## src/rtl/pattern_det_param_if.sv

```systemverilog
// Serial pattern detector bus: stream input, pattern load, counter clear and match status.
// The master drives the stream and control; the detector (slave) returns the pulse and count.
interface pattern_det_param_if #(
    parameter int PAT_W = 4,
    parameter int CNT_W = 8
);
    logic             din;
    logic             din_vld;
    logic             pat_load;
    logic [PAT_W-1:0] pat_in;
    logic [PAT_W-1:0] mask_in;
    logic             cnt_clr;
    logic             det;
    logic [CNT_W-1:0] match_cnt;

    modport master (
        output din, din_vld, pat_load, pat_in, mask_in, cnt_clr,
        input  det, match_cnt
    );

    modport slave (
        input  din, din_vld, pat_load, pat_in, mask_in, cnt_clr,
        output det, match_cnt
    );
endinterface

```

## src/rtl/pattern_det_param.sv

```systemverilog
// Parametrised serial pattern detector with run-time pattern/mask, optional overlap
// and a saturating match counter. Match pulse is registered (one clock latency).
module pattern_det_param #(
    parameter int               PAT_W   = 4,
    parameter int               CNT_W   = 8,
    parameter bit               OVERLAP = 1'b1,
    parameter logic [PAT_W-1:0] DEF_PAT = PAT_W'(4'b1011)
) (
    input  logic              clk,
    input  logic              rst,
    pattern_det_param_if.slave bus
);
    localparam int               FILL_W    = $clog2(PAT_W + 1);
    localparam logic [FILL_W-1:0] FILL_FULL = FILL_W'(PAT_W);
    localparam logic [FILL_W-1:0] FILL_LAST = FILL_W'(PAT_W - 1);
    localparam logic [CNT_W-1:0]  CNT_MAX   = '1;

    logic [PAT_W-1:0]  sr_reg, sr_next;
    logic [PAT_W-1:0]  pat_reg, pat_next;
    logic [PAT_W-1:0]  mask_reg, mask_next;
    logic [FILL_W-1:0] fill_reg, fill_next;
    logic              det_reg, det_next;
    logic [CNT_W-1:0]  cnt_reg, cnt_next;
    logic [PAT_W-1:0]  shifted;
    logic [PAT_W-1:0]  bit_ok;
    logic              match;

    // Compare is done on the history including the incoming bit
    assign shifted = {sr_reg[PAT_W-2:0], bus.din};

    generate
        for (genvar gi = 0; gi < PAT_W; gi++) begin : g_cmp
            assign bit_ok[gi] = ~mask_reg[gi] | ~(shifted[gi] ^ pat_reg[gi]);
        end
    endgenerate

    always_comb begin
        sr_next   = sr_reg;
        pat_next  = pat_reg;
        mask_next = mask_reg;
        fill_next = fill_reg;
        cnt_next  = cnt_reg;
        match     = 1'b0;

        if (bus.pat_load) begin
            pat_next  = bus.pat_in;
            mask_next = bus.mask_in;
            sr_next   = '0;
            fill_next = '0;
        end else if (bus.din_vld) begin
            sr_next = shifted;
            match   = (fill_reg >= FILL_LAST) && (&bit_ok);
            // Non-overlapping mode needs a full fresh window after every hit
            if (match && !OVERLAP) begin
                fill_next = '0;
            end else if (fill_reg != FILL_FULL) begin
                fill_next = fill_reg + FILL_W'(1);
            end
        end

        det_next = match;

        if (bus.cnt_clr) begin
            cnt_next = '0;
        end else if (match && (cnt_reg != CNT_MAX)) begin
            cnt_next = cnt_reg + CNT_W'(1);
        end
    end

    always_ff @(posedge clk) begin
        if (rst) begin
            sr_reg   <= '0;
            fill_reg <= '0;
            pat_reg  <= DEF_PAT;
            mask_reg <= '1;
            det_reg  <= 1'b0;
            cnt_reg  <= '0;
        end else begin
            sr_reg   <= sr_next;
            fill_reg <= fill_next;
            pat_reg  <= pat_next;
            mask_reg <= mask_next;
            det_reg  <= det_next;
            cnt_reg  <= cnt_next;
        end
    end

    assign bus.det       = det_reg;
    assign bus.match_cnt = cnt_reg;
endmodule

```

## src/flat_wrapper.sv

```systemverilog
// flat-port wrapper written by rule: the top's interface ports become plain ports
module pattern_det_param_flat 
#(
    parameter int               PAT_W   = 4,
    parameter int               CNT_W   = 8,
    parameter bit               OVERLAP = 1'b1,
    parameter logic [PAT_W-1:0] DEF_PAT = PAT_W'(4'b1011)
)
  (clk, rst, bus_din, bus_din_vld, bus_pat_load, bus_pat_in, bus_mask_in, bus_cnt_clr, bus_det, bus_match_cnt);
  pattern_det_param_if #(.PAT_W(PAT_W), .CNT_W(CNT_W)) bus_i ();
  input  logic clk;
  input  logic rst;
  input wire logic [$bits(bus_i.din)-1:0] bus_din;
  input wire logic [$bits(bus_i.din_vld)-1:0] bus_din_vld;
  input wire logic [$bits(bus_i.pat_load)-1:0] bus_pat_load;
  input wire logic [$bits(bus_i.pat_in)-1:0] bus_pat_in;
  input wire logic [$bits(bus_i.mask_in)-1:0] bus_mask_in;
  input wire logic [$bits(bus_i.cnt_clr)-1:0] bus_cnt_clr;
  output wire logic [$bits(bus_i.det)-1:0] bus_det;
  output wire logic [$bits(bus_i.match_cnt)-1:0] bus_match_cnt;
  assign bus_i.din = bus_din;
  assign bus_i.din_vld = bus_din_vld;
  assign bus_i.pat_load = bus_pat_load;
  assign bus_i.pat_in = bus_pat_in;
  assign bus_i.mask_in = bus_mask_in;
  assign bus_i.cnt_clr = bus_cnt_clr;
  assign bus_det = bus_i.det;
  assign bus_match_cnt = bus_i.match_cnt;
  pattern_det_param #(.PAT_W(PAT_W), .CNT_W(CNT_W), .OVERLAP(OVERLAP), .DEF_PAT(DEF_PAT)) u_core (.clk(clk), .rst(rst), .bus(bus_i));
endmodule
```

## config.mk

```make
export PLATFORM = sky130hd
export DESIGN_NAME = pattern_det_param_flat
export DESIGN_NICKNAME = d
export VERILOG_FILES = /design/src/rtl/pattern_det_param_if.sv /design/src/rtl/pattern_det_param.sv /design/src/flat_wrapper.sv
export SDC_FILE = /design/constraint.sdc
export NUM_CORES = 1
export LEC_CHECK = 0
export ABC_AREA = 1
export CORE_MARGIN = 3
export CORE_UTILIZATION = 30
export DETAILED_ROUTE_END_ITERATION = 7
export PLACE_DENSITY = 0.5
export SETUP_SLACK_MARGIN = 0.02
export SLEW_MARGIN = 25
export SYNTH_ARGS = -nofsm -noshare
export SYNTH_HDL_FRONTEND = slang
export SYNTH_SLANG_ARGS = --single-unit
```

## constraint.sdc

```tcl
create_clock -name clk -period 2 [get_ports clk]
set_clock_uncertainty 0.2 [all_clocks]
set_input_delay 0.2 -clock clk [delete_from_list [all_inputs] [get_ports clk]]
set_output_delay 0.2 -clock clk [all_outputs]
set_load 0.05 [all_outputs]
```

==> impl_metrics.ini <==
[grt]
antenna_found_initial = 0
grt_max_degree = 15
track_usage_pct = 11.23
grt_pass1_vias = 1105
overflow = 0
grt_pass1_wl_microns = 4512

[floorplan]
fp.dieH_microns = 69.90
core_sq_mm = 0.003799
start_util_pct = 32.25
rows = 22
ios = 23
die_w_microns = 69.90
die_area_sq_mm = 0.004886

[setup_path]
start_kind = register
r2r_setup_slack_ns = 0.29
timing.rr.start = u_core.fill_reg[0]$_SDFFE_PP0P_
max_stage_delay_ns = 0.83
cpLargestDelayFamily = buffers and inverters
cp_max_fo = 6
required_ns = 1.60
path_class = reg -> out
cp.arrival_ns = 1.51
critical_path_buf_inv_count = 1
crit_chain = clkdlybuf4s50_1
critPathLaunch = u_core.bus.match_cnt[5]$_SDFFE_PP0P_
crit_slowest_cell = clkdlybuf4s50_1
r2r_end = u_core.bus.match_cnt[5]$_SDFFE_PP0P_
reg2regPathDepth = 10
critPathCaptureType = output port

[yosys]
synth_adder_area_share_pct = 4.086
synth_fp_nets = 195
ys_ff_latch = 23
synth_common_cells = nand2_1 (46), inv_1 (30), dfxtp_1 (23), nand3_1 (15), nor2_1 (15)
synth-compound-area-share_pct = 9.397
async_reset_ff_share_pct = 0
synth_xor_area_share_pct = 0.7150
ys_seq_area_share_pct = 37.59
synth_area_leaders = dfxtp_1 (38%), nand2_1 (14%), inv_1 (9.2%), nand3_1 (6.1%), nor2_1 (4.6%)
synthMuxAreaShare_pct = 0
synthesis.area_sq_mm = 0.001225
ys_types = 22
synth_most_common_cell = nand2_1
synth_simple_gate_area_share_pct = 38.10
yosys_warnings = 0
avgSynthCellArea_sq_um = 6.920
yosysTopAreaCell = dfxtp_1
synth_top_family_by_area = simple AND/OR/NAND/NOR gates
yosysTopAreaCellShare_pct = 37.59
postSynthCellCount = 177
synthFlopType = dfxtp_1
synth_edf_count = 0

[run]
cap_violations = 0

[cts]
post_cts_buffers = 0
cts-buffers-inserted = 3
cts-root-buf = clkbuf_8
cts_buffer_depth = 2
cts_tree = yes
insertion_delay_ns = 0.27
clkTransAtPathRegs_ns = 0.08
cts_sinks = 23
htreeDepth = 1

[place]
port-buffer-count = 22
globalplace.congestion = 0.7893
dp_hpwl_microns = 2087

[power_and_ir_drop]
power_density_mw_per_mm2 = 568.3
p_leak_nw = 0.7056
max-vdd-ir-drop_mv = 0.2887

[route]
remaining_drc_errors = 0
drt_iter0_drc = 28
ant_nets = 0
routed_wl_microns = 2542
routed-via-count = 1147
dr.pass1.iters = 4
routedWlPerCell_microns = 10.05
avgViaCountPerCell = 4.534

[final_layout]
fin_nets = 224
drive_above_1_share_pct = 11.71
syn_to_final_growth_pct = 28.60
antenna_cells = 0
largest_reg_flops = 8
fin_util_pct = 41.47

[sta]
finalHoldViolations = 0
rsz0062_at_grt = no
max_freq_mhz = 522.5
worst_slew_pin_slew_ns = 0.4978
setup_tns_ns = 0
timing.final.crit_share_pct = 95.69
slew_violations = 0
setup_viol = 0
period_needed_ns = 1.914
slew_headroom_pct = 66.76

[worst_hold_path]
min-delay-path-class = reg -> reg
hold_depth = 2
hold_end = u_core.mask_reg[0]$_SDFFE_PP1P_
min_from = u_core.mask_reg[0]$_SDFFE_PP1P_

[outcome]
outcome = complete, no violations
## worst max path at each step
stage	end	slack (ns)	depth (start not counted)
after floorplan	u_core.bus.match_cnt[4]$_SDFFE_PP0P_	0.12	8
after global placement	u_core.bus.match_cnt[5]$_SDFFE_PP0P_	0.20	9
after detailed placement	u_core.bus.match_cnt[5]$_SDFFE_PP0P_	0.18	8
after CTS	bus_match_cnt[4]	0.04	1
after global routing	bus_match_cnt[5]	0.03	1
final	bus_match_cnt[5]	0.09	1
## cell families (layout without fill, tap and decap cells)
| kind of cell | Yosys count | after routing |
|---|---|---|
| compound gates | 22 | 22 |
| buf+inv | 33 | 61 |
| fa+ha+maj | 4 | 4 |
| flops | 23 | 23 |
| simple gates | 94 | 94 |
| xor+xnor | 1 | 1 |
## through the flow
step                      area, sq um  total power [W]  hold slack, ns  cells  setup slack (ns)
after CTS                        1573        0.0009132          0.2726    253           0.03549
final                            1575        0.0008952          0.2652    253           0.08623
after detailed placement         1524        0.0006070          0.2483    249            0.1777
after floorplan                  1225        0.0005566         0.07931    177            0.1209
after global routing             1575        0.0009381          0.2972    253           0.02942
after global placement           1524        0.0006049          0.2469    249            0.2021
## final cells by class
class / instances / area [sq um]
Timing Repair Buffer: 25 / 245.2
Sequential cell: 23 / 460.4
Multi-Input combinational cell: 121 / 640.6
Tap cell: 48 / 60.06
Inverter: 32 / 120.1
Clock inverter: 1 / 7.507
Clock buffer: 3 / 41.29
Fill cell: 395 / 2223
## report_power, final
part	switching (W)	internal (W)	leakage (nW)
sequential	0.00000981	0.000474	0.188
clock	0.000160	0.000141	0.0217
combinational	0.0000587	0.0000519	0.496
## layout by cell type (no fill, tap or decap), types with 3 or more instances in the layout
cell	count
clkdlybuf4s50_1	21
buf_4	3
nor2_1	15
nor2_4	3
inv_1	30
ha_1	4
nand2_1	46
clkbuf_8	3
dfxtp_1	23
o21ai_0	9
a21oi_1	11
nor2_2	5
nand3_1	15
## what timing repair did
item / 4_1_cts / 5_1_grt
hold buffers: 0 / 0
setup endpoints to repair: 0 / 1
gates resized for setup: 0 / 1
## metal layers
layer | up-vias | GRT usage [%] | part of all wire [%]
met4 | 0 | 5.319 | 1.9
met5 | - | 0 | 0
met1 | 512 | 13.08 | 45
met2 | 28 | 19.20 | 47
li1 | 602 | - | -
met3 | 5 | 2.734 | 5.5
Note: power is estimated with default switching activity, not from simulation.
